==> config.mk <==
export PLATFORM = sky130hd
export DESIGN_NAME = char_pixel_gen
export DESIGN_NICKNAME = d
export VERILOG_FILES = /design/src/rtl/char_gfx_pkg.sv /design/src/rtl/glyph_rom.sv /design/src/rtl/char_pixel_gen.sv
export SDC_FILE = /design/constraint.sdc
export NUM_CORES = 1
export LEC_CHECK = 0
export ABC_CLOCK_PERIOD_IN_PS = 2900
export CORE_MARGIN = 5
export CORE_UTILIZATION = 53
export CTS_BUF_LIST = sky130_fd_sc_hd__clkbuf_4 sky130_fd_sc_hd__clkbuf_8
export CTS_CLUSTER_DIAMETER = 80
export DETAILED_ROUTE_END_ITERATION = 12
export GPL_TIMING_DRIVEN = 0
export PLACE_DENSITY_LB_ADDON = 0.12
export SYNTH_ARGS = -nofsm -noshare
export SYNTH_HDL_FRONTEND = slang
export SYNTH_SLANG_ARGS = --single-unit
export TNS_END_PERCENT = 5
==> constraint.sdc <==
create_clock -name clk -period 2.9 [get_ports clk]
set_input_delay 0.435 -clock clk [delete_from_list [all_inputs] [get_ports clk]]
set_output_delay 0.435 -clock clk [all_outputs]
set_load 0.02 [all_outputs]
==> src/rtl/char_gfx_pkg.sv <==
// char_gfx_pkg: shared text-mode geometry, glyph codes and pixel types.
package char_gfx_pkg;
  localparam int CELL_W = 8;
  localparam int CELL_H = 10;
  localparam int TEXT_ROWS = 48;
  localparam logic [5:0] BLANK_CODE = 6'h3F;
  localparam logic [5:0] BLOCK_CODE = 6'h24;
  typedef logic [5:0] rgb222_t;
  typedef struct packed {
    logic [9:0] x;
    logic [8:0] y;
    logic       hs;
    logic       vs;
    logic       von;
  } tap_t;
  localparam tap_t TAP_RST = '{x: '0, y: '0, hs: 1'b1, vs: 1'b1, von: 1'b0};
endpackage

==> src/rtl/glyph_rom.sv <==
// glyph_rom: 64-code x 10-row x 8-pixel font with a registered read port.
module glyph_rom
  import char_gfx_pkg::*;
(
  input  logic       clk,
  input  logic [5:0] code,
  input  logic [3:0] row,
  output logic [7:0] bits
);
  logic [63:0] glyph;
  logic [7:0] bits_d, bits_q;
  always_comb begin
    glyph = '0;
    case (code)
      6'h00: glyph = 64'h3C666E7666663C00;
      6'h01: glyph = 64'h183818181818_7E00;
      6'h02: glyph = 64'h3C66060C30607E00;
      6'h03: glyph = 64'h3C66061C06663C00;
      6'h04: glyph = 64'h0C1C3C6C7E0C0C00;
      6'h05: glyph = 64'h7E607C0606663C00;
      6'h06: glyph = 64'h3C607C6666663C00;
      6'h07: glyph = 64'h7E060C1830303000;
      6'h08: glyph = 64'h3C66663C66663C00;
      6'h09: glyph = 64'h3C66663E060C3800;
      6'h0A: glyph = 64'h183C66667E666600;
      6'h0B: glyph = 64'h7C66667C66667C00;
      6'h0C: glyph = 64'h3C66606060663C00;
      6'h0D: glyph = 64'h786C6666666C7800;
      6'h0E: glyph = 64'h7E60607C60607E00;
      6'h0F: glyph = 64'h7E60607C60606000;
      6'h10: glyph = 64'h3C66606E66663E00;
      6'h11: glyph = 64'h6666667E66666600;
      6'h12: glyph = 64'h3C18181818183C00;
      6'h13: glyph = 64'h1E0C0C0C0C6C3800;
      6'h14: glyph = 64'h666C7870786C6600;
      6'h15: glyph = 64'h6060606060607E00;
      6'h16: glyph = 64'h63777F6B63636300;
      6'h17: glyph = 64'h66767E7E6E666600;
      6'h18: glyph = 64'h3C66666666663C00;
      6'h19: glyph = 64'h7C66667C60606000;
      6'h1A: glyph = 64'h3C666666663C0E00;
      6'h1B: glyph = 64'h7C66667C786C6600;
      6'h1C: glyph = 64'h3C66603C06663C00;
      6'h1D: glyph = 64'h7E18181818181800;
      6'h1E: glyph = 64'h6666666666663C00;
      6'h1F: glyph = 64'h66666666663C1800;
      6'h20: glyph = 64'h6363636B7F776300;
      6'h21: glyph = 64'h66663C183C666600;
      6'h22: glyph = 64'h6666663C18181800;
      6'h23: glyph = 64'h7E060C1830607E00;
      default: glyph = '0;
    endcase
    // Only the solid block reaches the two underline rows of the cell.
    bits_d = code == BLOCK_CODE ? (row < 4'(CELL_H) ? 8'hFF : 8'h00)
           : (row[3] || code == BLANK_CODE) ? 8'h00
           : glyph[{~row[2:0], 3'b000} +: 8];
  end
  always_ff @(posedge clk) bits_q <= bits_d;
  assign bits = bits_q;
endmodule

==> src/rtl/char_pixel_gen.sv <==
// char_pixel_gen: renders text-mode character codes into RGB222 pixels with a blinking cursor underline.
module char_pixel_gen
  import char_gfx_pkg::*;
#(
  parameter int CHAR_LAT = 1,
  parameter int BLINK_FRAMES = 30,
  parameter int TEXT_COLS = 80
) (
  input  logic       clk,
  input  logic       rst,
  input  logic [5:0] char_in,
  input  logic [9:0] xcoor,
  input  logic [8:0] ycoor,
  input  logic       hsync_in,
  input  logic       vsync_in,
  input  logic       video_on_in,
  input  rgb222_t    fg_color,
  input  rgb222_t    bg_color,
  input  logic       cursor_en,
  input  logic [6:0] cursor_col,
  input  logic [5:0] cursor_row,
  output rgb222_t    rgb_out,
  output logic       hsync_out,
  output logic       vsync_out,
  output logic       video_on_out
);
  localparam int CW = $clog2(CELL_W);
  tap_t dly_d [CHAR_LAT];
  tap_t dly_q [CHAR_LAT];
  tap_t a;
  logic [8:0] y_prev_d, y_prev_q;
  logic [3:0] row_cnt_d, row_cnt_q;
  logic [5:0] cell_row_d, cell_row_q;
  logic [5:0] frame_cnt_d, frame_cnt_q;
  logic blink_d, blink_q, vs_prev_d, vs_prev_q;
  logic [CW-1:0] col1_d, col1_q;
  logic hit1_d, hit1_q, hs1_d, hs1_q, vs1_d, vs1_q, von1_d, von1_q;
  rgb222_t rgb_d, rgb_q;
  logic hs2_d, hs2_q, vs2_d, vs2_q, von2_d, von2_q;
  logic [7:0] glyph_bits;
  logic y_new, row_wrap, tick, last_frame, pix;
  always_comb begin
    dly_d[0] = '{x: xcoor, y: ycoor, hs: hsync_in, vs: vsync_in, von: video_on_in};
    for (int i = 1; i < CHAR_LAT; i++) dly_d[i] = dly_q[i-1];
    a = dly_q[CHAR_LAT-1];
    // Row/cell position is tracked incrementally on each new scanline instead of dividing ycoor.
    y_new = a.y != y_prev_q;
    row_wrap = row_cnt_q == 4'(CELL_H - 1);
    y_prev_d = a.y;
    row_cnt_d = !y_new ? row_cnt_q : (a.y == '0 || row_wrap) ? '0 : row_cnt_q + 4'd1;
    cell_row_d = !y_new ? cell_row_q
               : a.y == '0 ? '0
               : !row_wrap ? cell_row_q
               : cell_row_q == 6'(TEXT_ROWS - 1) ? cell_row_q : cell_row_q + 6'd1;
    col1_d = a.x[CW-1:0];
    hit1_d = cursor_en && a.x[9:CW] == cursor_col && cell_row_d == cursor_row &&
             row_cnt_d >= 4'(CELL_H - 2) && cursor_col < 7'(TEXT_COLS) && cursor_row < 6'(TEXT_ROWS);
    hs1_d = a.hs;
    vs1_d = a.vs;
    von1_d = a.von;
    vs_prev_d = a.vs;
    tick = vs_prev_q && !a.vs;
    last_frame = frame_cnt_q == 6'(BLINK_FRAMES - 1);
    frame_cnt_d = !tick ? frame_cnt_q : last_frame ? '0 : frame_cnt_q + 6'd1;
    blink_d = tick && last_frame ? !blink_q : blink_q;
    pix = glyph_bits[~col1_q];
    rgb_d = !von1_q ? '0 : (pix || (hit1_q && blink_q)) ? fg_color : bg_color;
    hs2_d = hs1_q;
    vs2_d = vs1_q;
    von2_d = von1_q;
  end
  glyph_rom u_rom (.clk(clk), .code(char_in), .row(row_cnt_d), .bits(glyph_bits));
  always_ff @(posedge clk) begin
    if (rst) begin
      for (int i = 0; i < CHAR_LAT; i++) dly_q[i] <= TAP_RST;
      y_prev_q <= '0;
      row_cnt_q <= '0;
      cell_row_q <= '0;
      frame_cnt_q <= '0;
      blink_q <= 1'b1;
      vs_prev_q <= 1'b1;
      col1_q <= '0;
      hit1_q <= 1'b0;
      hs1_q <= 1'b1;
      vs1_q <= 1'b1;
      von1_q <= 1'b0;
      rgb_q <= '0;
      hs2_q <= 1'b1;
      vs2_q <= 1'b1;
      von2_q <= 1'b0;
    end else begin
      dly_q <= dly_d;
      y_prev_q <= y_prev_d;
      row_cnt_q <= row_cnt_d;
      cell_row_q <= cell_row_d;
      frame_cnt_q <= frame_cnt_d;
      blink_q <= blink_d;
      vs_prev_q <= vs_prev_d;
      col1_q <= col1_d;
      hit1_q <= hit1_d;
      hs1_q <= hs1_d;
      vs1_q <= vs1_d;
      von1_q <= von1_d;
      rgb_q <= rgb_d;
      hs2_q <= hs2_d;
      vs2_q <= vs2_d;
      von2_q <= von2_d;
    end
  end
  assign rgb_out = rgb_q;
  assign hsync_out = hs2_q;
  assign vsync_out = vs2_q;
  assign video_on_out = von2_q;
endmodule

# Yosys cells after proc, flatten, opt, wreduce, memory -nomap -nowiden
# Memory sizes are Yosys's and may differ from the RTL's.
# Cells that the tools add are included.
[word_totals]
regBits = 72
word_cells = 69
output_inout_bits = 9
inputBits = 56
rom_bits = 3136
n_memories = 1
[mem_list]
columns = ["name", "words", "word_bits", "rd", "rd_ports_with_merged_regs", "wr", "line", "source"]
rows = [
  ["(name not given)", 64, 49, 1, 0, 0, "glyph_rom.sv:14", "case (code)"],
]
[op_classes]
addsub = 3
order_cmp = 5
n_eq_ne = 8
shifts = 1
n_bitwise = 3
n_reduce_logical = 15
n_mux = 13
[op_table]
columns = ["operator", "n"]
rows = [
  ["indexed part select 64 x 7 -> 8 bit", 1],
  ["2-to-1 mux 6 bit", 6],
  ["2-to-1 mux 8 bit", 3],
  ["equality test 6 bit, second input constant", 3],
  ["adder 6 x 1 -> 6 bit, second input constant", 2],
  ["zero test 9 bit", 1],
  ["!= test 9 bit", 1],
  ["logical AND 1 bit", 8],
  ["2-to-1 mux 4 bit", 2],
  ["equality test 7 bit", 1],
  ["< comparator 7 bit, second input constant", 1],
  ["equality test 6 x 5 -> 1 bit, second input constant", 1],
  ["equality test 6 bit", 1],
  ["< comparator 6 bit, second input constant", 1],
  ["inverter 3 bit", 2],
  ["adder 4 x 1 -> 4 bit, second input constant", 1],
  ["equality test 4 bit, second input constant", 1],
  [">= comparator 4 bit, second input constant", 1],
  ["< comparator 3 x 4 -> 1 bit, second input constant", 1],
  ["< comparator 4 bit, second input constant", 1],
  ["binary-select mux 1 bit (select 3 bit)", 1],
  ["logical OR 1 bit", 3],
  ["zero test 1 bit", 2],
  ["OR reduction 2 bit", 1],
  ["other kinds (2)", 2],
]

# Longest topological paths before layout
# Gate-level depths: netlist of run 1.
[depth]
depth_word = 10
ltp_mapped = 11
mapped_depth_nobuf = 9

# Hierarchy
# A second synthesis of run 1 with hierarchy kept.
[hier_totals]
cells_unflattened = 643
area_unflattened_um2 = 5237.5
[by_module_without_submodules]
columns = ["mod", "cells_each", "instances", "area_each_um2"]
rows = [
  ["glyph_rom", 382, 1, 2633.8],
  ["char_pixel_gen", 261, 1, 2603.7],
]

# Worst setup path before layout of run 1
# OpenSTA, ideal clock, no wires.
[synth_timing]
path_kind = "input -> register"
startpoint = "in char_in[0]"
endpoint = "reg u_rom.bits_q[1], in the netlist u_rom.bits[1]"
path_buffers = 2
required_time_ps = 2758
setup_slack_ps = 179
path_stages = 10
arrival_ps = 2579
setup_time_ps = 142
path_cell_list = "clkbuf_1 > inv_1 > ha_1 > buf_1 > and2_1 > o31ai_1 > a31oi_1 > o311a_1 > o311ai_0 > o2111ai_1"
[synth_between]
elab_chain_cells = 4
[synth_rtl]
columns = ["item", "line", "source"]
rows = [
  ["from (decl)", "char_pixel_gen.sv:11", "input logic [5:0] char_in,"],
  ["memory (64 x 49 bit) or equality test 6 bit (tied branches)", "-", ""],
  ["indexed part select 64 x 7 -> 8 bit or logical OR 1 bit (tied branches)", "glyph_rom.sv:56, glyph_rom.sv:55", ""],
  ["2-to-1 mux 8 bit", "glyph_rom.sv:55", ": (row[3] || code == BLANK_CODE) ? 8'h00"],
  ["2-to-1 mux 8 bit (*)", "glyph_rom.sv:54", "bits_d = code == BLOCK_CODE ? (row < 4'(CELL_H) ? 8'hFF : 8'h00)"],
  ["net u_rom.bits_d[1]", "glyph_rom.sv:11", "logic [7:0] bits_d, bits_q;"],
  ["to (signal assigned)", "glyph_rom.sv:58", "always_ff @(posedge clk) bits_q <= bits_d;"],
  ["to (decl)", "glyph_rom.sv:11", ""],
]
# The timed path passes the listed nets; every way through them passes the cells marked *.
# A chain may end at the register's enable or synchronous reset.

# Final worst setup path of run 1
[layout_timing]
startpoint = "in char_in[2]"
endpoint = "reg u_rom.bits_q[3], in the netlist u_rom.bits[3]"
# Same word-level chain as after synthesis.

==> results of run 1 <==
## routing by layer
layer,wire [um],track usage,vias up
li1,-,-,2580
met3,2740,0.107,94
met4,934,0.140,0
met5,0,0,-
met1,7410,0.427,2620
met2,8750,0.524,500
## sequential cells by signal, summed over array words and instances (netlist names), 3 cells and up
signal,count
rgb_out,6
u_rom.bits,8
row_cnt_q,4
frame_cnt_q,6
y_prev_d,9
a,10
cell_row_q,6
col1_q,3
y_prev_q,9
## power by group
group / leakage (nW) / total [mW] / switching, mW / internal [mW]
Sequential: 0.592 / 1.10 / 0.0388 / 1.06
Combinational: 1.67 / 0.925 / 0.545 / 0.380
Clock: 0.0912 / 0.728 / 0.385 / 0.342
## logic make-up after synthesis
family / synth area share
xor+xnor: 0.0471
flops: 0.277
compound gates: 0.247
buf+inv: 0.0544
fa+ha+maj: 0.0433
simple gates: 0.270
mux: 0.0613
## metrics by stage
| stage | setup WS, ps | hold WS, ps | cells | TNS, ps | power (mW) |
|---|---|---|---|---|---|
| floorplan | 179 | 389 | 665 | 0 | 1.66 |
| finish | -149 | 419 | 879 | -192 | 2.75 |
| global route | -115 | 445 | 879 | -148 | 2.85 |
| detailed placement | -1320 | 400 | 861 | -6840 | 1.95 |
| global placement | -1370 | 391 | 861 | -7060 | 1.94 |
| CTS | -31.0 | 418 | 877 | -31.0 | 2.69 |
## cell usage in the layout, fill, tap and decap left out, types with 16 or more instances in the layout
| master | netlist | routed |
|---|---|---|
| clkdlybuf4s50_1 | 0 | 61 |
| nand2b_1 | 21 | 20 |
| xor2_1 | 20 | 20 |
| nand3_1 | 21 | 21 |
| dfxtp_1 | 72 | 72 |
| nor3_1 | 20 | 20 |
| o21ai_0 | 32 | 30 |
| clkbuf_1 | 37 | 25 |
| nor2b_1 | 44 | 44 |
| mux2i_1 | 17 | 16 |
| nor2_1 | 70 | 70 |
| ha_1 | 18 | 16 |
| a21oi_1 | 38 | 38 |
| nand2_1 | 45 | 45 |
## timing repair
action,in CTS,in global routing
gates resized for setup,25,24
buffers inserted,5,2
hold buffers,0,0
endpoints found under the hold margin,0,0
pin swaps,0,2
endpoints found under the setup margin,7,7
## final timing paths
path / startpoint / end / cells past startpoint
setup / recovery: char_in[2] / u_rom.bits[3] / 10
hold / removal: hs1_d / hs1_q / 1
setup reg to reg: row_cnt_q[0] / u_rom.bits[5] / 9
hold reg to reg: hs1_d / hs1_q / 1
## cell type report
type                    count  area [um^2]  area share
clock buffers              12          146      0.0232
multi-input cells         524         3530       0.560
flip-flops and latches     72         1440       0.229
well taps                 133          166      0.0264
repair buffers             70          681       0.108
clock inverters             4         30.0     0.00476
plain buffers              49          245      0.0389
inverters                  15         63.8      0.0101
==> flow_summary_export.csv, run 1 <==
group,metric,value,unit
status,status,"finished with violations",
status,violations,"design-rule violations, negative setup slack",
drt,vias_per_cell,6.59,
setup_path,cp.arrival,3270,ps
clock_network,cts_tree,"yes",
setup_path,required,3120,ps
synthesis,ys_seq_elements,72,
grt,grt_first_pass_wirelength,30300,um
sta,worst_pin_slew,763,ps
setup_path,path_cells,"clkdlybuf4s50_1, clkbuf_4, clkbuf_1, and2_1, nor2_1, o21ai_0, o21a_1, mux2i_1, a211oi_1, o221ai_1",
setup_path,r2r_setup_slack,80,ps
pwr,cellLeakagePower,2.35,nW
drt,drtPass1Iterations,11,
floorplanning,die_width,109,um
setup_path,critPathBufInv,3,
place,io_buffer_count,63,
clock_network,clock-sinks,72,
sta,fin_ws,-149,ps
sta,finClkSkew,6.71,ps
cells_and_area,utilization,0.651,
synthesis,syn-cell-area,5200,um^2
grt,grt_max_degree,15,
setup_path,crit_family,"buffers and inverters",
sta,clock.fmax,328,MHz
setup_path,critPathKind,"input port to flop",
floorplanning,coreArea,9680,um^2
floorplanning,die_y,109,um
clock_network,cts-root-buf,"clkbuf_8",
setup_path,crit_fanout,10,
drt,wl_per_cell,22.6,um
drt,num_vias,5794,
clock_network,numCtsBuffers,9,
place,hpwl,14600,um
drt,wl,19800,um
synthesis,yosysTopAreaCell,"dfxtp_1",
pwr,power.density,436,nW/um^2
setup_path,setup.worst_path.end_class,"flop",
drt,remaining_drc_errors,1,
sta,fin_crit,3050,ps
floorplanning,ioPinCount,65,
clock_network,clkLatencyLatePin,360,ps
clock_network,clk_pin_slew,70,ps
synthesis,ys_warn_count,0,
sta,slew_violations,0,
synthesis,ys_top_cells_by_count,"dfxtp_1 (72), nor2_1 (70), nand2_1 (45)",
synthesis,avgSynthCellArea,7.82,um^2
sta,setup_violations,3,
sta,rsz0062_at_grt,"yes",
grt,grt_overflow,0,
cells_and_area,nNetsFinal,815,
synthesis,netlist_top_cells_area,"dfxtp_1 (28%), nor2b_1 (5.3%), nor2_1 (5.1%)",
synthesis,synth_top_cell_area_share,0.277,
synthesis,synth_cells,665,
sta,finalCritPeriodShare,1.05,
floorplanning,start_util,0.537,
synthesis,synth-edff-count,0,
floorplanning,die_area,11900,um^2
synthesis,async_reset_ff_frac,0,
sta,relSlewSlack,0.487,
floorplanning,row_count,36,
grt,first_global_vias,5631,
setup_path,slowest_stage,"clkdlybuf4s50_1",
place,gp_congestion,1.06,
grt,antenna_found_initial,0,
synthesis,yosys.cell_types.count,71,
place,placed_cell_area,6000,um^2
cells_and_area,fillers,822,
clock_network,clk_path_buf_depth,2,
synthesis,syn_nets,739,
cells_and_area,syn_to_final_growth,21.2,%
cells_and_area,final_area,6300,um^2
cells_and_area,num_antenna_cells,0,
setup_path,slowest_delay,580,ps
synthesis,ys_seq_area_frac,0.277,
drt,drtAntennaViolNets,0,
cells_and_area,drive_gt1_frac,0.113,
setup_path,startpoint_type,"input port",
pwr,vdd_drop_max,0.350,mV
drt,first_iter_violations,1011,
worst_hold_path,hold_class,"flop to flop",
flow_run,maxCapViolations,0,
synthesis,synth_ff_type,"dfxtp_1",
sta,hold_viol_final,0,
grt,grt_usage,0.336,
synthesis,synth.most_common_cell,"dfxtp_1",
clock_network,htree_levels,3,
Note: power is estimated with default switching activity, not from simulation.
==> inputs of run 2 (changes only) <==
--- a/config.mk
+++ b/config.mk
@@ -13,6 +13,7 @@
 export DETAILED_ROUTE_END_ITERATION = 12
 export GPL_TIMING_DRIVEN = 0
 export PLACE_DENSITY_LB_ADDON = 0.12
+export SLEW_MARGIN = 15
 export SYNTH_ARGS = -nofsm -noshare
 export SYNTH_HDL_FRONTEND = slang
 export SYNTH_SLANG_ARGS = --single-unit
==> results of run 2 <==
No change in the layout: final DEF, timing and power equal those of run 1.
